===== config.mk =====
export PLATFORM = sky130hd
export DESIGN_NAME = bp_branch_stat_ctrl
export DESIGN_NICKNAME = d
export VERILOG_FILES = /design/src/rtl/bp_common_pkg.sv /design/src/rtl/bp_sat_counter.sv /design/src/rtl/bp_branch_stat_ctrl.sv
export SDC_FILE = /design/constraint.sdc
export NUM_CORES = 1
export LEC_CHECK = 0
export CORE_MARGIN = 10
export CORE_UTILIZATION = 61
export CTS_BUF_LIST = sky130_fd_sc_hd__clkbuf_16
export CTS_CLUSTER_DIAMETER = 100
export DETAILED_ROUTE_END_ITERATION = 7
export PLACE_DENSITY = 0.8
export SETUP_SLACK_MARGIN = 0.4
export SKIP_LAST_GASP = 1
export SLEW_MARGIN = 20
export SYNTH_ARGS = -nofsm -noshare
export SYNTH_HDL_FRONTEND = slang
export SYNTH_HIERARCHICAL = 1
export SYNTH_SLANG_ARGS = --single-unit

===== constraint.sdc =====
create_clock -name clk_i -period 6.15 [get_ports clk_i]
set_clock_uncertainty 0.15 [all_clocks]
set_input_delay 0.615 -clock clk_i [delete_from_list [all_inputs] [get_ports clk_i]]
set_output_delay 0.615 -clock clk_i [all_outputs]
set_load 0.01 [all_outputs]

===== src/rtl/bp_common_pkg.sv =====
// rtl/bp_common_pkg.sv - FE command types plus branch-statistics FSM and counter-index enums
package bp_common_pkg;

    typedef enum logic [2:0] {
        e_op_state_reset         = 3'd0,
        e_op_pc_redirection      = 3'd1,
        e_op_attaboy             = 3'd2,
        e_op_icache_fence        = 3'd3,
        e_op_itlb_fill_response  = 3'd4,
        e_op_itlb_fence          = 3'd5
    } bp_fe_command_queue_opcode_e;

    typedef enum logic [1:0] {
        e_stat_idle  = 2'd0,
        e_stat_run   = 2'd1,
        e_stat_halt  = 2'd2,
        e_stat_drain = 2'd3
    } bp_stat_state_e;

    typedef enum logic [3:0] {
        e_cnt_instr    = 4'd0,
        e_cnt_attaboy  = 4'd1,
        e_cnt_redirect = 4'd2,
        e_cnt_br       = 4'd3,
        e_cnt_jal      = 4'd4,
        e_cnt_jalr     = 4'd5,
        e_cnt_ret      = 4'd6,
        e_cnt_btb_hit  = 4'd7,
        e_cnt_ras_hit  = 4'd8,
        e_cnt_br_miss  = 4'd9
    } bp_stat_cnt_e;

    localparam int stat_num_lp = 10;

endpackage


===== src/rtl/bp_sat_counter.sv =====
// rtl/bp_sat_counter.sv - saturating up-counter with synchronous clear
module bp_sat_counter #(
    parameter int width_p = 32
) (
    input  logic               clk_i,
    input  logic               reset_li,
    input  logic               clr_i,
    input  logic               inc_i,
    output logic [width_p-1:0] count_o
);

    logic [width_p-1:0] count_q, count_d;

    always_comb begin
        count_d = count_q;
        if (clr_i)
            count_d = '0;
        else if (inc_i && (count_q != '1))
            count_d = count_q + width_p'(1);
    end

    always_ff @(posedge clk_i or negedge reset_li) begin
        if (!reset_li)
            count_q <= '0;
        else
            count_q <= count_d;
    end

    assign count_o = count_q;

endmodule


===== src/rtl/bp_branch_stat_ctrl.sv =====
// rtl/bp_branch_stat_ctrl.sv - branch-predictor statistics counters with run/halt control and drain stream
module bp_branch_stat_ctrl
    import bp_common_pkg::*;
#(
    parameter int cnt_width_p = 32,
    parameter int num_stat_p  = 10
) (
    input  logic                   clk_i,
    input  logic                   reset_li,
    input  logic                   start_i,
    input  logic                   stop_i,
    input  logic                   clear_i,
    input  logic                   dump_i,
    input  logic [cnt_width_p-1:0] window_i,
    input  logic                   commit_v_i,
    input  logic                   attaboy_v_i,
    input  logic                   redirect_v_i,
    input  logic                   br_miss_v_i,
    input  logic                   is_br_i,
    input  logic                   is_jal_i,
    input  logic                   is_jalr_i,
    input  logic                   is_ret_i,
    input  logic                   src_btb_i,
    input  logic                   src_ret_i,
    output logic                   data_v_o,
    output logic [cnt_width_p-1:0] data_o,
    output logic [3:0]             data_idx_o,
    output logic                   data_last_o,
    input  logic                   data_ready_i,
    output logic [1:0]             state_o,
    output logic                   done_o,
    output logic                   err_o
);

    bp_stat_state_e         state_q, state_d;
    logic [cnt_width_p-1:0] window_q, window_d;
    logic [3:0]             idx_q, idx_d;
    logic                   err_q, err_d;

    logic [cnt_width_p-1:0] cnt_lo [num_stat_p];
    logic [num_stat_p-1:0]  inc_li;
    logic                   clr_li;
    logic                   in_run, in_drain, idle_or_halt;
    logic                   ab_only, meta_v, window_hit;

    assign in_run       = (state_q == e_stat_run);
    assign in_drain     = (state_q == e_stat_drain);
    assign idle_or_halt = (state_q == e_stat_idle) || (state_q == e_stat_halt);

    // Start zeroes the counters as well as clear; both only act outside RUN/DRAIN.
    assign clr_li = idle_or_halt & (start_i | clear_i);

    // A collision counts only the redirect; metadata belongs to whichever event survives.
    assign ab_only = attaboy_v_i & ~redirect_v_i;
    assign meta_v  = ab_only | redirect_v_i;

    always_comb begin
        inc_li = '0;
        if (in_run) begin
            inc_li[e_cnt_instr]    = commit_v_i;
            inc_li[e_cnt_attaboy]  = ab_only;
            inc_li[e_cnt_redirect] = redirect_v_i;
            inc_li[e_cnt_br]       = meta_v & is_br_i;
            inc_li[e_cnt_jal]      = meta_v & is_jal_i;
            inc_li[e_cnt_jalr]     = meta_v & is_jalr_i;
            inc_li[e_cnt_ret]      = meta_v & is_ret_i;
            inc_li[e_cnt_btb_hit]  = meta_v & src_btb_i;
            inc_li[e_cnt_ras_hit]  = meta_v & src_ret_i;
            inc_li[e_cnt_br_miss]  = redirect_v_i & br_miss_v_i;
        end
    end

    for (genvar i = 0; i < num_stat_p; i++) begin : g_cnt
        bp_sat_counter #(
            .width_p (cnt_width_p)
        ) u_cnt (
            .clk_i    (clk_i),
            .reset_li (reset_li),
            .clr_i    (clr_li),
            .inc_i    (inc_li[i]),
            .count_o  (cnt_lo[i])
        );
    end

    // Halt in the same cycle the commit that reaches the budget is counted.
    assign window_hit = in_run && commit_v_i && (window_q != '0)
                     && (cnt_lo[e_cnt_instr] != '1)
                     && ((cnt_lo[e_cnt_instr] + cnt_width_p'(1)) == window_q);

    always_comb begin
        state_d  = state_q;
        window_d = window_q;
        idx_d    = idx_q;
        err_d    = err_q;
        if (in_run && attaboy_v_i && redirect_v_i)
            err_d = 1'b1;
        case (state_q)
            e_stat_idle: begin
                if (start_i) begin
                    state_d  = e_stat_run;
                    window_d = window_i;
                    err_d    = 1'b0;
                end
            end
            e_stat_run: begin
                if (stop_i || window_hit)
                    state_d = e_stat_halt;
            end
            e_stat_halt: begin
                if (start_i) begin
                    state_d  = e_stat_run;
                    window_d = window_i;
                    err_d    = 1'b0;
                end else if (dump_i) begin
                    state_d = e_stat_drain;
                    idx_d   = 4'd0;
                end
            end
            e_stat_drain: begin
                if (data_ready_i) begin
                    if (idx_q == e_cnt_br_miss) begin
                        state_d = e_stat_halt;
                        idx_d   = 4'd0;
                    end else begin
                        idx_d = idx_q + 4'd1;
                    end
                end
            end
            default: state_d = e_stat_idle;
        endcase
    end

    always_ff @(posedge clk_i or negedge reset_li) begin
        if (!reset_li) begin
            state_q  <= e_stat_idle;
            window_q <= '0;
            idx_q    <= 4'd0;
            err_q    <= 1'b0;
        end else begin
            state_q  <= state_d;
            window_q <= window_d;
            idx_q    <= idx_d;
            err_q    <= err_d;
        end
    end

    always_comb begin
        data_o = '0;
        if (in_drain && (int'(idx_q) < num_stat_p))
            data_o = cnt_lo[idx_q];
    end

    assign state_o     = state_q;
    assign done_o      = (state_q == e_stat_halt);
    assign err_o       = err_q;
    assign data_v_o    = in_drain;
    assign data_idx_o  = idx_q;
    assign data_last_o = in_drain && (idx_q == e_cnt_br_miss);

endmodule


Word level (Yosys, flattened, before mapping)
Index checks and enable logic that the tools add are counted. Widths: inputs -> output; s select.

Memory bits (writable): 0. Memory bits (read-only): 0. Register bits after elaboration: 359. Memories: 0. Latch bits: 0. Output and inout bits: 42. Word-level logic and storage cells: 139. Input port bits: 49.

Reductions and logical operators: 37. Add/subtract/negate cells: 11. Eq/ne operators: 22. Muxes and demuxes: 40. Divide/modulo/power cells: 0. Multiply operators: 0. Bitwise gates (word level): 13. Magnitude comparators: 2. Shift-type cells: 0.

Operators by type and width (number): $mux 32 (23); $add 32x1->32 const B (10); $ne 32x32->1 const B (10); $bmux 32 s4 (1); $eq 32x32->1 (1); $reduce_bool 32->1 (1); $reduce_bool 2->1 (11); $logic_and 1x1->1 (18); $mux 4 (4); $mux 2 (6); $mux 10 (1); $and 1x1->1 (9); $ne 2x2->1 const B (4); $pmux 2 s4 (1); $pmux 4 s2 (1); $ge 5x5->1 const B (1); $not 4->5 (1); $reduce_and 5->1 (1); $add 4x1->4 const B (1); $eq 2x2->1 const B (2); $eq 4x4->1 const B (1); $lt 4x4->1 const B (1); $ne 2x1->1 const B (2); $reduce_and 4->1 (1); other kinds (9) (13).

Longest topological paths before layout
Depth in word-level cells: 8. Mapped depth: 10. Depth with buffers taken out: 9.

By module
Netlist, hierarchy kept.

By module, submodules not included: bp_sat_counter (sequential area each 800.8 sq um, area an instance 1854.3 sq um, instances 10, cells an instance 198); bp_branch_stat_ctrl (sequential area each 975.9 sq um, area an instance 5683.0 sq um, instances 1, cells an instance 560).

Worst setup path after synthesis
OpenSTA, ideal clock, no wires.

Path type: reg2out. From: register idx_q[0], in the netlist data_idx_o[0]. To: output port data_o[16]. Setup slack: 3009 ps. Arrival time: 2376 ps. Cell stages (with the launch flop): 8. Buffers on the path: 3. Data required time: 5385 ps. Cells stage by stage: dfrtp_1 > clkbuf_1 > buf_2 > buf_1 > mux4_2 > mux2i_1 > o22ai_1 > and2_1.

Word-level cells in the longest chain between the ends: 5. Elaborated cells between the ends (all ways): 7. Classes of those cells: order compare (1); mux (4); bitwise (1); reduce/logical (1).

RTL lines: start: declaration (line bp_branch_stat_ctrl.sv:37) `logic [3:0] idx_q, idx_d;`; start signal: assignment (line bp_branch_stat_ctrl.sv:142) `idx_q <= idx_d;`; $not 4->5 (implied by the code) (line bp_branch_stat_ctrl.sv:150) `data_o = cnt_lo[idx_q];`; $bmux 32 s4 (line bp_branch_stat_ctrl.sv:150); $mux 32 (implied by the code) (2 in series) (line bp_branch_stat_ctrl.sv:150); $mux 32 (*) (line bp_branch_stat_ctrl.sv:149) `if (in_drain && (int'(idx_q) < num_stat_p))`; end: declaration (line bp_branch_stat_ctrl.sv:26) `output logic [cnt_width_p-1:0] data_o,`.

Mark *: on every way between the ends. The rest lies on a longest branch, timed or not. The select of a mux whose other input is x is not followed.

Final worst setup path
From: register idx_q[0], in the netlist data_idx_o[0]. To: output port data_o[30].

The elaborated chain is that of the path after synthesis.

==> metrics <==
critical path type=reg -> out; Least-Margin Pin Slew=around 1100 ps; type of the tightest min-delay check=in -> async; row count=72; Detailed Routing Iterations Pass 1=7; GRT Total Usage=between 20 and 30%; cts hold-fix bufs=0; DP Area=about 25000 µm²; vias per cell=approximately 6.7; Leak Pwr=between 0.01 and 0.015 µW; Critical Path Source Type=flop; first-pass GRT wire length=approximately 110000 µm; crit-path max FO=a little over 40; mapped cell area=~24000 µm²; flops & latches, synth=about 360; largest net degree at the start of global routing=about 150; Yosys Warn Count=6; share of post-route cells with drive strength above 1=13.3%; TritonCTS Sinks=about 360; height of the die=219 µm; Max H-tree Level=2; Final TNS setup=0 ps; fmax=around 0.23 GHz; Yosys cell types=75; Max IR drop VDD=between 0.15 and 0.2 mV; initial antenna violation count=1; fin crit period=between 4000 and 5000 ps; vias post-DR=between 20000 and 25000; clk_lat worst skew=580 ps; clk slew on worst S/H paths=roughly 60 ps; PD cells=around 260 nW/µm²; I/O pin count=a little over 90; cts repair resizes=0; worst reg2reg startpoint=state_o[0]; Port Buf Inserts=90; routed wire length=70100 µm; failing checks=hold timing; hold_ws=-26.7 ps; dpl cells=3046; Critical Path Source=data_idx_o[0]; Synth Instances=2540; DR WL/cell=22.5 µm; CTS tree=done; setup slack at placement=2280 ps; syn nets=2600; DIE AREA=around 48000 µm²; max-cap violation count=0; post-DP HPWL=between 50000 and 60000 µm; Most used DFF post-synth=dfrtp_1; post-route clock period utilization=72.0%; unrepaired setup endpoints after global routing=no; headroom to the max-slew limit=29.6%; Required @ worst endpoint=between 5000 and 6000 ps; CP endpoint kind=output pin; Synth Area per Inst=roughly 9.5 µm²; Slew Viols, Final=0; number of flops mapped to enable cells by yosys=0; cell area after layout=around 27000 µm²; overall power=slightly below 7000 µW; CTS Buffer Depth=3; total CTS buffers=41; GPL Wtd Cong=roughly 1.1; die width=219 µm; Async SR Flop Fraction=100%; setup slack, reg-to-reg=between 2000 and 3000 ps; share of the yosys chip area belonging to registers=37.1%; total gr overflow=0; DRC Markers=0; Std-Cell Core Area=38900 µm²; Starting DRT DRC Count=roughly 2400; Area Growth Syn to Fin=10.1%; Finished Layout Cells=between 3000 and 4000; Final WS setup=approximately 1700 ps; Post-CTS Setup Repair Bufs=0; Root Driver=clkbuf_16; Initial Util=between 60% and 70%; nets=between 2000 and 3000; status=complete, but fails checks; Final Setup Violations=0; vias in the first global route=between 15000 and 20000; final hold viol count=44; Final ANT Viol Nets=0; Critical Path AT=~3700 ps
## metrics by stage
| step | hold WS, ps | util (%) |
|---|---|---|
| after CTS | 2.42 | 68.6 |
| after floorplan | 169 | - |
| after detailed placement | 348 | 65.3 |
| after global placement | 337 | 65.3 |
| after global routing | 48.6 | 68.6 |
| final | -26.7 | 68.6 |
## layout by cell type, fill, tap and decap left out, drive strengths merged, types with 22 or more instances in the layout
| master | count |
|---|---|
| dfrtp | 359 |
| o22ai | 36 |
| nor2b | 62 |
| nand3 | 146 |
| or3 | 53 |
| inv | 88 |
| mux2i | 75 |
| o21ai | 55 |
| or4 | 32 |
| a211oi | 51 |
| a21oi | 119 |
| clkbuf | 43 |
| mux4 | 64 |
| xor2 | 47 |
| xnor2 | 123 |
| nor3 | 47 |
| nand2b | 23 |
| a21o | 31 |
| nand2 | 133 |
| o31ai | 33 |
| a31oi | 23 |
| mux2 | 91 |
| nor2 | 277 |
| and2 | 73 |
| nand4 | 88 |
| clkdlybuf4s50 | 89 |
| a31o | 22 |
| and3 | 86 |
| nor4 | 86 |
## flip-flops by register name (all words and copies together) (netlist names)
name	count
data_idx_o	4
err_o	1
g_cnt.u_cnt/count_o	320
state_o	2
window_q	32
## report_power, final
| part | internal, µW | total, µW | switching [µW] | leakage [µW] |
|---|---|---|---|---|
| clock network | 1340 | 2340 | 995 | 0.000659 |
| logic | 744 | 1610 | 862 | 0.00504 |
| registers | 2530 | 2920 | 391 | 0.00493 |
| total | 4620 | 6860 | 2250 | 0.0106 |
## worst paths after layout
| path | endpoint | cells past startpoint |
|---|---|---|
| max in group asynchronous | g_cnt[6].u_cnt/count_o[24] | 2 |
| min | window_q[6] | 1 |
| max | data_o[30] | 6 |
| min in group clk_i | err_o | 2 |
| min reg2reg | err_o | 2 |
| max reg2reg | g_cnt[5].u_cnt/count_o[31] | 8 |
## cell families (layout without fill, tap and decap cells)
| kind of cell | after synthesis | after routing | share of synthesized area [%] |
|---|---|---|---|
| AO/OA/AOI/OAI | 415 | 415 | 11.8 |
| other | 0 | 1 | 0 |
| adder cells (fa/ha/maj) | 11 | 11 | 0.568 |
| AND/OR/NAND/NOR | 1160 | 1160 | 27.5 |
| flip-flops | 359 | 359 | 37.1 |
| XOR/XNOR | 170 | 170 | 6.15 |
| multiplexers | 230 | 230 | 13.4 |
| buffers and inverters | 195 | 257 | 3.47 |
## synthesized netlist by cell type, types with 12 or more instances
library cell	count	area, µm²
a41oi_1	13	114
buf_2	21	105
and3_1	75	469
a31o_2	22	193
a211oi_1	51	383
mux2_2	81	912
a21oi_1	119	596
nor3_1	47	235
mux4_2	63	1420
and2_1	73	457
nand3_1	136	681
inv_1	78	293
xnor2_1	123	1080
nor2b_1	62	388
o31ai_1	33	248
nand4b_1	12	105
buf_1	14	52.6
nor4_2	21	263
nand4_1	77	482
nand2_1	133	499
or3_1	51	319
o22ai_1	36	225
dfrtp_1	359	8980
a21o_1	30	225
nor4_1	55	344
and4_1	12	105
o21ai_0	55	275
or4_1	31	233
mux2i_1	75	751
clkbuf_1	66	248
xor2_1	47	412
a31oi_1	13	81.3
nor2_1	277	1040
nand2b_1	23	144
## per-layer routing
| metal | routed length (µm) | track usage, % |
|---|---|---|
| met5 | 0 | 0 |
| met4 | 2510 | 10.6 |
| met3 | 7020 | 6.37 |
| met2 | 31100 | 42.8 |
| met1 | 29500 | 40.1 |
## critical path, cell delays in order (launching register included)
cell and delay (ps):
dfrtp_4 900, buf_4 520, mux4_2 570, mux2i_1 210
o22ai_1 190, and2_1 220, clkdlybuf4s50_1 480
## final cells by class
class,instances,area (µm²)
diodes,1,2.50
clock buffers,43,1080
clock inverters,31,193
fillers,2949,12200
inverters,78,293
multi-input cells,1986,14400
flip-flops and latches,359,8990
well taps,518,648
repair buffers,105,1070
Note: power is estimated with default switching activity, not from simulation.
